===== config.mk =====
export PLATFORM = sky130hd
export DESIGN_NAME = anubis_serial_rx_flat
export DESIGN_NICKNAME = d
export VERILOG_FILES = /design/src/rtl/anubis_link_defs.sv /design/src/rtl/anubis_serial_rx_if.sv /design/src/rtl/sync_2ff.sv /design/src/rtl/anubis_serial_rx.sv /design/src/flat_wrapper.sv
export SDC_FILE = /design/constraint.sdc
export NUM_CORES = 1
export LEC_CHECK = 0
export BUFFER_PORTS_ARGS = -buffer_cell sky130_fd_sc_hd__clkbuf_2
export CORE_AREA = 2 2 193 195
export DETAILED_ROUTE_END_ITERATION = 8
export DIE_AREA = 0 0 195 197
export PLACE_DENSITY = 0.87
export SYNTH_ARGS = -nofsm -noshare
export SYNTH_HDL_FRONTEND = slang
export SYNTH_SLANG_ARGS = --single-unit

===== constraint.sdc =====
create_clock -name clk -period 6.7 [get_ports clk]
set_input_delay 0.67 -clock clk [delete_from_list [all_inputs] [get_ports clk]]
set_output_delay 0.67 -clock clk [all_outputs]
set_load 0.02 [all_outputs]

===== src/rtl/anubis_link_defs.sv =====
// Shared definitions for the Anubis Cmod A7 serial link (receive and transmit).
// Contents: frame geometry, mode-bit encodings, link FSM state encoding and
// the default mid-frame timeout (100 ms at 12 MHz).
package anubis_link_defs;

    localparam int DATA_W_DEF  = 128;
    localparam int KEY_W_DEF   = 128;
    localparam int FRAME_BITS  = 1 + DATA_W_DEF + KEY_W_DEF;   // 257
    localparam int CNT_W_DEF   = 9;
    localparam int TIMEOUT_DEF = 1200000;

    localparam logic MODE_ENC = 1'b1;
    localparam logic MODE_DEC = 1'b0;

    typedef enum logic [1:0] {
        IDLE    = 2'd0,
        WAIT_HI = 2'd1,
        WAIT_LO = 2'd2,
        DONE    = 2'd3
    } link_state_t;

endpackage


===== src/rtl/anubis_serial_rx_if.sv =====
// Link bundle between the remote serial sender, the receive stage and the
// cipher-core register stage.
//   rxd, req_in, ack_out      : bit-serial 4-phase req/ack transfer
//   data_out, key_out, encrypt: parallel frame contents
//   ready, take               : frame hand-over to the consumer
// slave  = receive stage view, master = sender/consumer view.
interface anubis_serial_rx_if #(
    parameter int DATA_W = 128,
    parameter int KEY_W  = 128
);
    logic              rxd;
    logic              req_in;
    logic              ack_out;
    logic [DATA_W-1:0] data_out;
    logic [KEY_W-1:0]  key_out;
    logic              encrypt;
    logic              ready;
    logic              take;

    modport slave (
        input  rxd, req_in, take,
        output ack_out, data_out, key_out, encrypt, ready
    );

    modport master (
        output rxd, req_in, take,
        input  ack_out, data_out, key_out, encrypt, ready
    );
endinterface


===== src/rtl/sync_2ff.sv =====
// Two-flop synchroniser for asynchronous level inputs.
//   clk     : destination clock
//   reset_b : asynchronous active-low reset, clears both stages
//   d       : asynchronous inputs
//   q       : inputs synchronised to clk (2-cycle latency)
module sync_2ff #(
    parameter int W = 1
) (
    input  logic         clk,
    input  logic         reset_b,
    input  logic [W-1:0] d,
    output logic [W-1:0] q
);
    logic [W-1:0] meta_reg;
    logic [W-1:0] sync_reg;

    always_ff @(posedge clk or negedge reset_b) begin
        if (!reset_b) begin
            meta_reg <= '0;
            sync_reg <= '0;
        end else begin
            meta_reg <= d;
            sync_reg <= meta_reg;
        end
    end

    assign q = sync_reg;
endmodule


===== src/rtl/anubis_serial_rx.sv =====
// Anubis serial receive stage: deserialises one request frame (mode bit,
// data block, key, MSB first) sent bit-serially over a 4-phase req/ack
// handshake and presents it in parallel with a ready/take hand-over.
//   clk, reset_b : system clock, asynchronous active-low reset
//   enable       : permits the start of a new frame (sampled in IDLE only)
//   busy         : a frame is in progress
//   frame_err    : one-cycle pulse when a stalled frame is aborted
//   link         : serial handshake and parallel frame outputs (slave side)
module anubis_serial_rx
    import anubis_link_defs::*;
#(
    parameter int DATA_W         = DATA_W_DEF,
    parameter int KEY_W          = KEY_W_DEF,
    parameter int CNT_W          = CNT_W_DEF,
    parameter int TIMEOUT_CYCLES = TIMEOUT_DEF
) (
    input  logic                clk,
    input  logic                reset_b,
    input  logic                enable,
    output logic                busy,
    output logic                frame_err,
    anubis_serial_rx_if.slave   link
);
    localparam int FRM_W = 1 + DATA_W + KEY_W;
    localparam int TMO_W = $clog2(TIMEOUT_CYCLES + 1);
    localparam logic [CNT_W-1:0] LAST_BIT = CNT_W'(FRM_W - 1);
    localparam logic [TMO_W-1:0] TMO_LAST = TMO_W'(TIMEOUT_CYCLES - 1);

    logic [1:0] sync_q;
    logic       rxd_s;
    logic       req_s;

    sync_2ff #(.W(2)) u_sync (
        .clk     (clk),
        .reset_b (reset_b),
        .d       ({link.rxd, link.req_in}),
        .q       (sync_q)
    );
    assign rxd_s = sync_q[1];
    assign req_s = sync_q[0];

    link_state_t       state_reg, state_next;
    logic [CNT_W-1:0]  cnt_reg,   cnt_next;
    logic [TMO_W-1:0]  tmo_reg,   tmo_next;
    logic [FRM_W-1:0]  shift_reg, shift_next;
    logic              ack_reg,   ack_next;
    logic              ready_reg, ready_next;
    logic [DATA_W-1:0] data_reg,  data_next;
    logic [KEY_W-1:0]  key_reg,   key_next;
    logic              enc_reg,   enc_next;
    logic              err_reg,   err_next;
    logic              abort;

    always_ff @(posedge clk or negedge reset_b) begin
        if (!reset_b) begin
            state_reg <= IDLE;
            cnt_reg   <= '0;
            tmo_reg   <= '0;
            shift_reg <= '0;
            ack_reg   <= 1'b0;
            ready_reg <= 1'b0;
            data_reg  <= '0;
            key_reg   <= '0;
            enc_reg   <= 1'b0;
            err_reg   <= 1'b0;
        end else begin
            state_reg <= state_next;
            cnt_reg   <= cnt_next;
            tmo_reg   <= tmo_next;
            shift_reg <= shift_next;
            ack_reg   <= ack_next;
            ready_reg <= ready_next;
            data_reg  <= data_next;
            key_reg   <= key_next;
            enc_reg   <= enc_next;
            err_reg   <= err_next;
        end
    end

    always_comb begin
        state_next = state_reg;
        cnt_next   = cnt_reg;
        tmo_next   = '0;            // any state change clears the timer
        shift_next = shift_reg;
        ack_next   = ack_reg;
        ready_next = ready_reg;
        data_next  = data_reg;
        key_next   = key_reg;
        enc_next   = enc_reg;
        err_next   = 1'b0;
        abort      = 1'b0;

        case (state_reg)
            IDLE: begin
                if (enable) state_next = WAIT_HI;
            end
            WAIT_HI: begin
                if (req_s) begin
                    shift_next = {shift_reg[FRM_W-2:0], rxd_s};
                    ack_next   = 1'b1;
                    state_next = WAIT_LO;
                end else if (cnt_reg != '0) begin
                    // Waiting for the first bit of a frame never times out.
                    if (tmo_reg == TMO_LAST) abort = 1'b1;
                    else                     tmo_next = tmo_reg + TMO_W'(1);
                end
            end
            WAIT_LO: begin
                if (!req_s) begin
                    ack_next = 1'b0;
                    cnt_next = cnt_reg + CNT_W'(1);
                    if (cnt_reg == LAST_BIT) begin
                        // Shift register now holds mode, data, key (MSB first).
                        state_next = DONE;
                        data_next  = shift_reg[FRM_W-2 -: DATA_W];
                        key_next   = shift_reg[KEY_W-1:0];
                        enc_next   = (shift_reg[FRM_W-1] == MODE_ENC);
                    end else begin
                        state_next = WAIT_HI;
                    end
                end else if (tmo_reg == TMO_LAST) begin
                    abort = 1'b1;
                end else begin
                    tmo_next = tmo_reg + TMO_W'(1);
                end
            end
            DONE: begin
                // ready follows one cycle after the outputs are loaded, so the
                // consumer never sees ready with stale data. Any req activity
                // here stays pending in the synchroniser until WAIT_HI.
                if (link.take) begin
                    ready_next = 1'b0;
                    cnt_next   = '0;
                    state_next = IDLE;
                end else begin
                    ready_next = 1'b1;
                end
            end
            default: state_next = IDLE;
        endcase

        if (abort) begin
            err_next   = 1'b1;
            ack_next   = 1'b0;
            cnt_next   = '0;
            shift_next = '0;
            state_next = IDLE;
        end
    end

    assign busy          = ((state_reg == WAIT_HI) && (cnt_reg != '0)) || (state_reg == WAIT_LO);
    assign frame_err     = err_reg;
    assign link.ack_out  = ack_reg;
    assign link.ready    = ready_reg;
    assign link.data_out = data_reg;
    assign link.key_out  = key_reg;
    assign link.encrypt  = enc_reg;
endmodule


===== src/flat_wrapper.sv =====
// flat-port wrapper written by rule: the top's interface ports become plain ports
module anubis_serial_rx_flat import anubis_link_defs::*;
#(
    parameter int DATA_W         = DATA_W_DEF,
    parameter int KEY_W          = KEY_W_DEF,
    parameter int CNT_W          = CNT_W_DEF,
    parameter int TIMEOUT_CYCLES = TIMEOUT_DEF
)
  (clk, reset_b, enable, busy, frame_err, link_rxd, link_req_in, link_take, link_ack_out, link_data_out, link_key_out, link_encrypt, link_ready);
  anubis_serial_rx_if #(.DATA_W(DATA_W), .KEY_W(KEY_W)) link_i ();
  input  logic clk;
  input  logic reset_b;
  input  logic enable;
  output logic busy;
  output logic frame_err;
  input wire logic [$bits(link_i.rxd)-1:0] link_rxd;
  input wire logic [$bits(link_i.req_in)-1:0] link_req_in;
  input wire logic [$bits(link_i.take)-1:0] link_take;
  output wire logic [$bits(link_i.ack_out)-1:0] link_ack_out;
  output wire logic [$bits(link_i.data_out)-1:0] link_data_out;
  output wire logic [$bits(link_i.key_out)-1:0] link_key_out;
  output wire logic [$bits(link_i.encrypt)-1:0] link_encrypt;
  output wire logic [$bits(link_i.ready)-1:0] link_ready;
  assign link_i.rxd = link_rxd;
  assign link_i.req_in = link_req_in;
  assign link_i.take = link_take;
  assign link_ack_out = link_i.ack_out;
  assign link_data_out = link_i.data_out;
  assign link_key_out = link_i.key_out;
  assign link_encrypt = link_i.encrypt;
  assign link_ready = link_i.ready;
  anubis_serial_rx #(.DATA_W(DATA_W), .KEY_W(KEY_W), .CNT_W(CNT_W), .TIMEOUT_CYCLES(TIMEOUT_CYCLES)) u_core (.clk(clk), .reset_b(reset_b), .enable(enable), .busy(busy), .frame_err(frame_err), .link(link_i));
endmodule

==> results of run 1 <==
-- cell families (layout without fill, tap and decap cells) --
kind of cell / Yosys count / count (layout) / share of synthesized area
adder cells (fa/ha/maj): 7 / 7 / 0.00404
XOR/XNOR: 19 / 19 / 0.00768
AO/OA/AOI/OAI: 291 / 291 / 0.0709
flip-flops: 553 / 553 / 0.639
multiplexers: 259 / 259 / 0.135
buffers and inverters: 129 / 386 / 0.0309
AND/OR/NAND/NOR: 616 / 616 / 0.113
-- layer usage --
metal / routed length, µm / track usage / part of all wire / vias to the layer above
met5: 0 / 0 / 0 / -
met4: 971 / 0.0766 / 0.021 / 0
met3: 2590 / 0.0445 / 0.056 / 74
met2: 23300 / 0.405 / 0.50 / 417
met1: 19500 / 0.322 / 0.42 / 7471
li1: - / - / - / 6687
-- cell type report --
type	instances	area, µm²	area share
multi-input combinational	1192	7160	0.288
inverter	10	45.0	0.00181
clock buffer	75	1580	0.0636
sequential	553	13800	0.556
clock inverter	23	200	0.00805
tap	468	586	0.0235
timing repair buffer	278	1470	0.0590
-- worst max-delay path: stages (launching register included) --
cell and delay, ns:
sky130_fd_sc_hd__dfrtp_1 0.43, sky130_fd_sc_hd__inv_1 0.09, sky130_fd_sc_hd__ha_1 0.36, sky130_fd_sc_hd__nand2b_1 0.09, sky130_fd_sc_hd__or4_1 0.42, sky130_fd_sc_hd__a211o_1 0.38, sky130_fd_sc_hd__inv_8 0.50, sky130_fd_sc_hd__buf_4 0.78
sky130_fd_sc_hd__a21oi_1 0.10
-- where the power goes --
part / internal [mW] / switching (mW) / leakage, nW
clock network: 1.76 / 1.25 / 0.897
logic: 0.174 / 0.546 / 3.73
registers: 3.41 / 0.0723 / 7.70
-- per-stage QoR --
| step | setup WS (ns) | utilization | hold slack [ns] |
|---|---|---|---|
| floorplan | 4.61 | - | 0.331 |
| global placement | 3.46 | 0.637 | 0.335 |
| detailed placement | 3.31 | 0.637 | 0.336 |
| CTS | 3.30 | 0.686 | 0.150 |
| global route | 3.04 | 0.686 | 0.179 |
| finish | 3.26 | 0.686 | 0.112 |
-- worst min path at each step --
stage	from	end	slack, ns
floorplan	u_core.u_sync.meta_reg[0]$_DFF_PN0_	u_core.u_sync.q[0]$_DFF_PN0_	0.33
global placement	u_core.u_sync.meta_reg[0]$_DFF_PN0_	u_core.u_sync.q[0]$_DFF_PN0_	0.33
detailed placement	u_core.u_sync.meta_reg[0]$_DFF_PN0_	u_core.u_sync.q[0]$_DFF_PN0_	0.34
CTS	reset_b	u_core.shift_reg[246]$_DFFE_PN0P_	0.15
global route	reset_b	u_core.shift_reg[246]$_DFFE_PN0P_	0.18
finish	reset_b	u_core.shift_reg[246]$_DFFE_PN0P_	0.11
-- cell usage in the layout (no fill, tap or decap), types with 13 or more instances in the layout --
cell and n:
sky130_fd_sc_hd__a21oi_1 259, sky130_fd_sc_hd__clkbuf_16 55, sky130_fd_sc_hd__clkbuf_2 265, sky130_fd_sc_hd__clkbuf_8 13, sky130_fd_sc_hd__clkinv_2 17, sky130_fd_sc_hd__dfrtp_1 553, sky130_fd_sc_hd__mux2_2 257, sky130_fd_sc_hd__nand2_1 532
sky130_fd_sc_hd__nor2_1 31, sky130_fd_sc_hd__xnor2_1 17
==> Flow_metrics.wiki, run 1 <==
{| class="wikitable"
! Metric !! Value
|-
| Number of I/O pins || 267
|-
| Core region area || 36,300 µm²
|-
| Pin count of the biggest net entering global routing || 168
|-
| Layout cells sized above 1 || 0.298
|-
| Final GP Congestion || 0.815
|-
| Normalized max-slew margin || 0.275
|-
| Transition time at the pin with the least slew margin || 1.09 ns
|-
| Gate count of the mapped netlist || 1,874
|-
| Synth-to-Final Area Change || 14.9%
|-
| CP max FO || 113
|-
| CTS Sinks || approximately 550
|-
| Setup violators final || 0
|-
| Post-detailed-placement cell area || 23,100 µm²
|-
| Number of flops mapped to enable cells by yosys || 0
|-
| Avg Vias per Cell || 5.64
|-
| Latest clock arrival within the worst-skew pair || 0.60 ns
|-
| Total number of nets in the final design || approximately 2,100
|-
| Leakage dissipation || 12.3 nW
|-
| Setup repair after global routing missed its margin || no
|-
| Total instance count after detailed placement || around 2,500
|-
| Number of max-slew violations in the final report || 0
|-
| Total negative slack || 0 ns
|-
| Initial core utilization || 0.597
|-
| Number of CTS-inserted buffers || 53
|-
| Run status || complete, no violations
|-
| Half-perimeter wire length after detailed placement || approximately 28 mm
|-
| # fillers || 2,462
|-
| Minimum clock period || 3.44 ns
|-
| Cell types with the largest area share after synthesis || sky130_fd_sc_hd__dfrtp_1 (64%), sky130_fd_sc_hd__mux2_2 (13%), sky130_fd_sc_hd__nand2_1 (9.2%)
|-
| Power per unit of standard cell area || 290 nW/µm²
|-
| Combined global-route utilization of all metal layers || 0.241
|-
| Number of global-route vias before repair || ~15,000
|-
| Distinct cell type count after synthesis || 46
|-
| Most common flop cell mapped by yosys || sky130_fd_sc_hd__dfrtp_1
|-
| Top cells by count, synth || sky130_fd_sc_hd__dfrtp_1 (553), sky130_fd_sc_hd__nand2_1 (533), sky130_fd_sc_hd__a21oi_1 (259)
|-
| Number of hold violations in the final report || 0
|-
| Input/output buffers || 266
|-
| Data arrival, critical path || 3.85 ns
|-
| Critical path data required time || 7.11 ns
|-
| Worst Setup Start Kind || flip-flop
|-
| Worst hold-check path type || in2async
|-
| Flip-flop count of the largest register, all copies and words added || ~260
|-
| Post-route standard cell area excluding fillers || approximately 25,000 µm²
|-
| Post-route DRC violation count || 0
|-
| Final Total Pwr || roughly 7.2 mW
|-
| H-tree Lvls || 2
|-
| Number of instances resized during post-cts repair || 0
|-
| Highest clock frequency the design can meet || 291 MHz
|-
| Die extent in y || 197 µm
|-
| Area leader, netlist || sky130_fd_sc_hd__dfrtp_1
|-
| Number of detailed-routing iterations run before antenna repair || 5
|-
| Routed length per instance || 17.8 µm
|-
| Fraction of registers with async set/reset || 1.00
|-
| Worst setup path startpoint || u_core.state_reg[0]$_DFFE_PN0P_
|-
| Grt ovf || 0
|-
| Clock tree root driver cell || sky130_fd_sc_hd__clkbuf_16
|-
| Crit Reg-Reg Startpoint || u_core.state_reg[0]$_DFFE_PN0P_
|-
| Number of rows in the core area || 70
|-
| Clock slew at the register clock pins of the worst setup and hold paths || 0.06 ns
|-
| Max Cap Viol || 0
|-
| Number of design-rule violations left by the first detailed-router iteration || approximately 1,200
|-
| DIE AREA || 38,400 µm²
|-
| Worst flop-to-flop path endpoint || u_core.shift_reg[75]$_DFFE_PN0P_
|-
| Yosys top cell area share || 0.639
|-
| Crit share post-route || 0.513
|-
| Routed wire length || 46.3 mm
|-
| DRT antenna net count || 0
|-
| Yosys warns || 0
|-
| Via total after detailed routing || between 10,000 and 15,000
|-
| Kind of critical path || reg2reg
|-
| Mean area per synthesized cell || between 10 and 15 µm²
|-
| Post-cts hold buffer count || 0
|-
| Setup crit end || u_core.shift_reg[75]$_DFFE_PN0P_
|-
| Sequential area share after synthesis || 0.639
|-
| Number of antenna violations at the first check in global routing || 0
|-
| Global-route wire length before repair || 75.5 mm
|-
| Library cell with the highest instance count after synthesis || sky130_fd_sc_hd__dfrtp_1
|-
| Yosys reg bits || 553
|-
| Antenna cells || 0
|-
| R2R cell count || 8
|-
| Nature of the critical path endpoint || flip-flop
|-
| Worst-case vdd ir drop || between 0.2 and 0.25 mV
|-
| CTS tree || done
|-
| Post-CTS Repair Setup Buffers || 0
|-
| Area of the mapped netlist || approximately 22,000 µm²
|-
| Width of the die || between 150 and 200 µm
|-
| Max clock buf depth || 3
|-
| Nets in the synthesized netlist || 1,887
|-
| Number of cells in the finished layout apart from fillers || 2,599
|-
| Slack of the worst reg-to-reg path || 3.26 ns
|-
| Worst setup skew after layout || 0.0225 ns
|}
(Power assumes the default switching activity.)
==> inputs of run 2 (changes only) <==
--- a/config.mk
+++ b/config.mk
@@ -6,10 +6,10 @@
 export NUM_CORES = 1
 export LEC_CHECK = 0
 export BUFFER_PORTS_ARGS = -buffer_cell sky130_fd_sc_hd__clkbuf_2
-export CORE_AREA = 2 2 193 195
+export CORE_AREA = 2 2 197 199
 export DETAILED_ROUTE_END_ITERATION = 8
-export DIE_AREA = 0 0 195 197
-export PLACE_DENSITY = 0.87
+export DIE_AREA = 0 0 199 201
+export PLACE_DENSITY = 0.84
 export SYNTH_ARGS = -nofsm -noshare
 export SYNTH_HDL_FRONTEND = slang
 export SYNTH_SLANG_ARGS = --single-unit
==> constraint.sdc (replaced) <==
create_clock -name clk -period 3.5 [get_ports clk]
set_input_delay 0.35 -clock clk [delete_from_list [all_inputs] [get_ports clk]]
set_output_delay 0.35 -clock clk [all_outputs]
set_load 0.02 [all_outputs]
==> run 2 against run 1 <==
Die area up 4.1%. Highest routed layer unchanged. Setup slack got worse by 2.6 ns. Non-clock buffer count increased by 24. Register-to-register slack got worse by 2.6 ns. Largest power group unchanged. Largest cell class unchanged.
==> Flow_metrics.wiki, run 2 (same netlist as run 1, synthesis figures left out) <==
{| class="wikitable"
! Metric !! Value
|-
| Width of the die || a little under 200 µm
|-
| Normalized max-slew margin || 0.449
|-
| Power per unit of standard cell area || 558 nW/µm²
|-
| Clock tree root driver cell || sky130_fd_sc_hd__clkbuf_16
|-
| Post-CTS Repair Setup Buffers || 0
|-
| Worst Hold Path Cells || 3
|-
| Via total after detailed routing || between 10,000 and 15,000
|-
| Routed length per instance || 17.7 µm
|-
| Worst setup skew after layout || 0.0244 ns
|-
| Leakage dissipation || 12.5 nW
|-
| Critical path data required time || 3.96 ns
|-
| Antenna cells || 0
|-
| Detailed route wirelength on metal2 || 23.5 mm
|-
| Post-detailed-placement cell area || 23,500 µm²
|-
| DRT antenna net count || 0
|-
| Number of hold violations in the final report || 0
|-
| Cell-by-cell listing of the critical path || inv_1 > ha_1 > nand2b_1 > or4_1 > a211o_1 > inv_8 > buf_12 > a21oi_1
|-
| Number of cells in the finished layout apart from fillers || between 2,000 and 3,000
|-
| Crit share post-route || 0.801
|-
| DIE AREA || 40,000 µm²
|-
| Delay of the slowest critical-path stage || 0.44 ns
|-
| Number of cells on the critical path || 8
|-
| Most common cell after layout, fill and taps aside || sky130_fd_sc_hd__dfrtp_1
|-
| Run status || complete, no violations
|-
| Highest routing layer actually used || met4
|-
| CP max FO || 76
|-
| Total negative slack || 0 ns
|-
| Post-route standard cell area excluding fillers || around 25,000 µm²
|-
| R2R cell count || 8
|-
| Synth-to-Final Area Change || 17.2%
|-
| Total number of nets in the final design || ~2,100
|-
| Number of CTS-inserted buffers || 54
|-
| Highest clock frequency the design can meet || about 360 MHz
|-
| Slowest-stage cell, CP || sky130_fd_sc_hd__inv_8
|-
| Global-route wire length before repair || 77.0 mm
|-
| FF+latch area || approximately 14,000 µm²
|-
| Layout cells sized above 1 || 0.303
|-
| CTS Sinks || 553
|-
| Combined area of the multi-input logic cells || 7160 µm²
|-
| Top library cells by usage in the layout, fill and taps aside || sky130_fd_sc_hd__dfrtp_1 (553), sky130_fd_sc_hd__nand2_1 (532), sky130_fd_sc_hd__clkbuf_2 (265)
|-
| Worst-case vdd ir drop || 0.437 mV
|-
| Total instance count after detailed placement || roughly 2,600
|-
| Post-place setup slack || 0.746 ns
|-
| Number of design-rule violations left by the first detailed-router iteration || 944
|-
| Setup violators final || 0
|-
| Combined global-route utilization of all metal layers || 0.239
|-
| Post-cts hold buffer count || 3
|-
| Die extent in y || between 200 and 250 µm
|-
| Number of rows in the core area || just over 70
|-
| Post-route DRC violation count || 0
|-
| Number of max-slew violations in the final report || 0
|-
| Final GP Congestion || about 0.85
|-
| Number of detailed-routing iterations run before antenna repair || 5
|-
| Setup repair after global routing missed its margin || no
|-
| Clock slew at the register clock pins of the worst setup and hold paths || 0.06 ns
|-
| Minimum clock period || 2.80 ns
|-
| Avg Vias per Cell || 5.58
|-
| Initial core utilization || 0.568
|-
| Met3 routed WL || 2.82 mm
|-
| CTS tree || done
|-
| Kind of critical path || reg2reg
|-
| Slack of the critical path || slightly below 0.7 ns
|-
| Combined buffer and inverter count along the critical path || 3
|-
| Number of antenna violations at the first check in global routing || 0
|-
| Routed wire length || 47.3 mm
|-
| # fillers || 2,653
|-
| Grt ovf || 0
|-
| Worst Setup Start Kind || flip-flop
|-
| Worst hold-check path type || in2reg
|-
| Half-perimeter wire length after detailed placement || a little under 30 mm
|-
| Core region area || 38,100 µm²
|-
| Number of I/O pins || about 270
|-
| Input/output buffers || 266
|-
| Transition time at the pin with the least slew margin || 0.827 ns
|-
| Latest clock arrival within the worst-skew pair || approximately 0.59 ns
|-
| Flip-flop count of the largest register, all copies and words added || 257
|-
| H-tree Lvls || 2
|-
| Max Cap Viol || 0
|-
| Number of instances resized during post-cts repair || 0
|-
| Data arrival, critical path || approximately 3.3 ns
|-
| Cell family contributing the most delay on the critical path || buffers and inverters
|-
| Slack of the worst reg-to-reg path || 0.70 ns
|-
| Pin count of the biggest net entering global routing || around 120
|-
| Max clock buf depth || 3
|-
| Met1 Routed Length || 19.9 mm
|-
| Nature of the critical path endpoint || flip-flop
|-
| Number of global-route vias before repair || 14,900
|}
==> run 2: worst reg2reg max path, stage by stage (launching register included) <==
cell and delay [ns]:
sky130_fd_sc_hd__dfrtp_1 0.43, sky130_fd_sc_hd__inv_1 0.09, sky130_fd_sc_hd__ha_1 0.35, sky130_fd_sc_hd__nand2b_1 0.09, sky130_fd_sc_hd__or4_1 0.43, sky130_fd_sc_hd__a211o_1 0.39, sky130_fd_sc_hd__inv_8 0.44, sky130_fd_sc_hd__buf_12 0.37
sky130_fd_sc_hd__a21oi_1 0.11
==> run 2: worst paths after layout <==
| kind | start | end |
|---|---|---|
| worst max register to register | u_core.state_reg[1]$_DFFE_PN0P_ | u_core.shift_reg[34]$_DFFE_PN0P_ |
| worst min-delay path | link_take | u_core.link.ready$_DFFE_PN0P_ |
| max in group asynchronous | reset_b | u_core.shift_reg[222]$_DFFE_PN0P_ |
| worst min register to register | u_core.u_sync.meta_reg[1]$_DFF_PN0_ | u_core.u_sync.q[1]$_DFF_PN0_ |
| min in group asynchronous | reset_b | u_core.link.key_out[45]$_DFFE_PN0P_ |
| worst max-delay path | u_core.state_reg[1]$_DFFE_PN0P_ | u_core.shift_reg[34]$_DFFE_PN0P_ |
==> run 2: area by class of cell <==
class	count	share of cell area
sequential	553	0.545
tap	518	0.0255
inverter	10	0.00178
clock buffer	74	0.0610
multi-input combinational	1192	0.282
timing repair buffer	302	0.0712
clock inverter	24	0.0126
==> run 2: layer usage <==
metal  GRT usage  up-vias
met5           0        -
met3      0.0410       87
met2       0.385      488
met4      0.0797        0
li1            -     6748
met1       0.331     7605
==> run 2: power by group <==
part	leakage (nW)	total, mW	switching [mW]	internal [mW]
clock network	0.912	6.04	2.43	3.61
logic	3.89	1.44	1.05	0.386
registers	7.70	6.68	0.153	6.53
==> run 2: per-stage QoR <==
stage	total power [mW]	utilization	hold slack (ns)
4_1_cts	14.3	0.666	0.114
6_report	14.2	0.666	0.141
5_1_grt	14.7	0.666	0.130
3_3_place_gp	8.17	0.616	0.337
2_1_floorplan	7.72	-	0.0544
3_5_place_dp	8.22	0.616	0.337
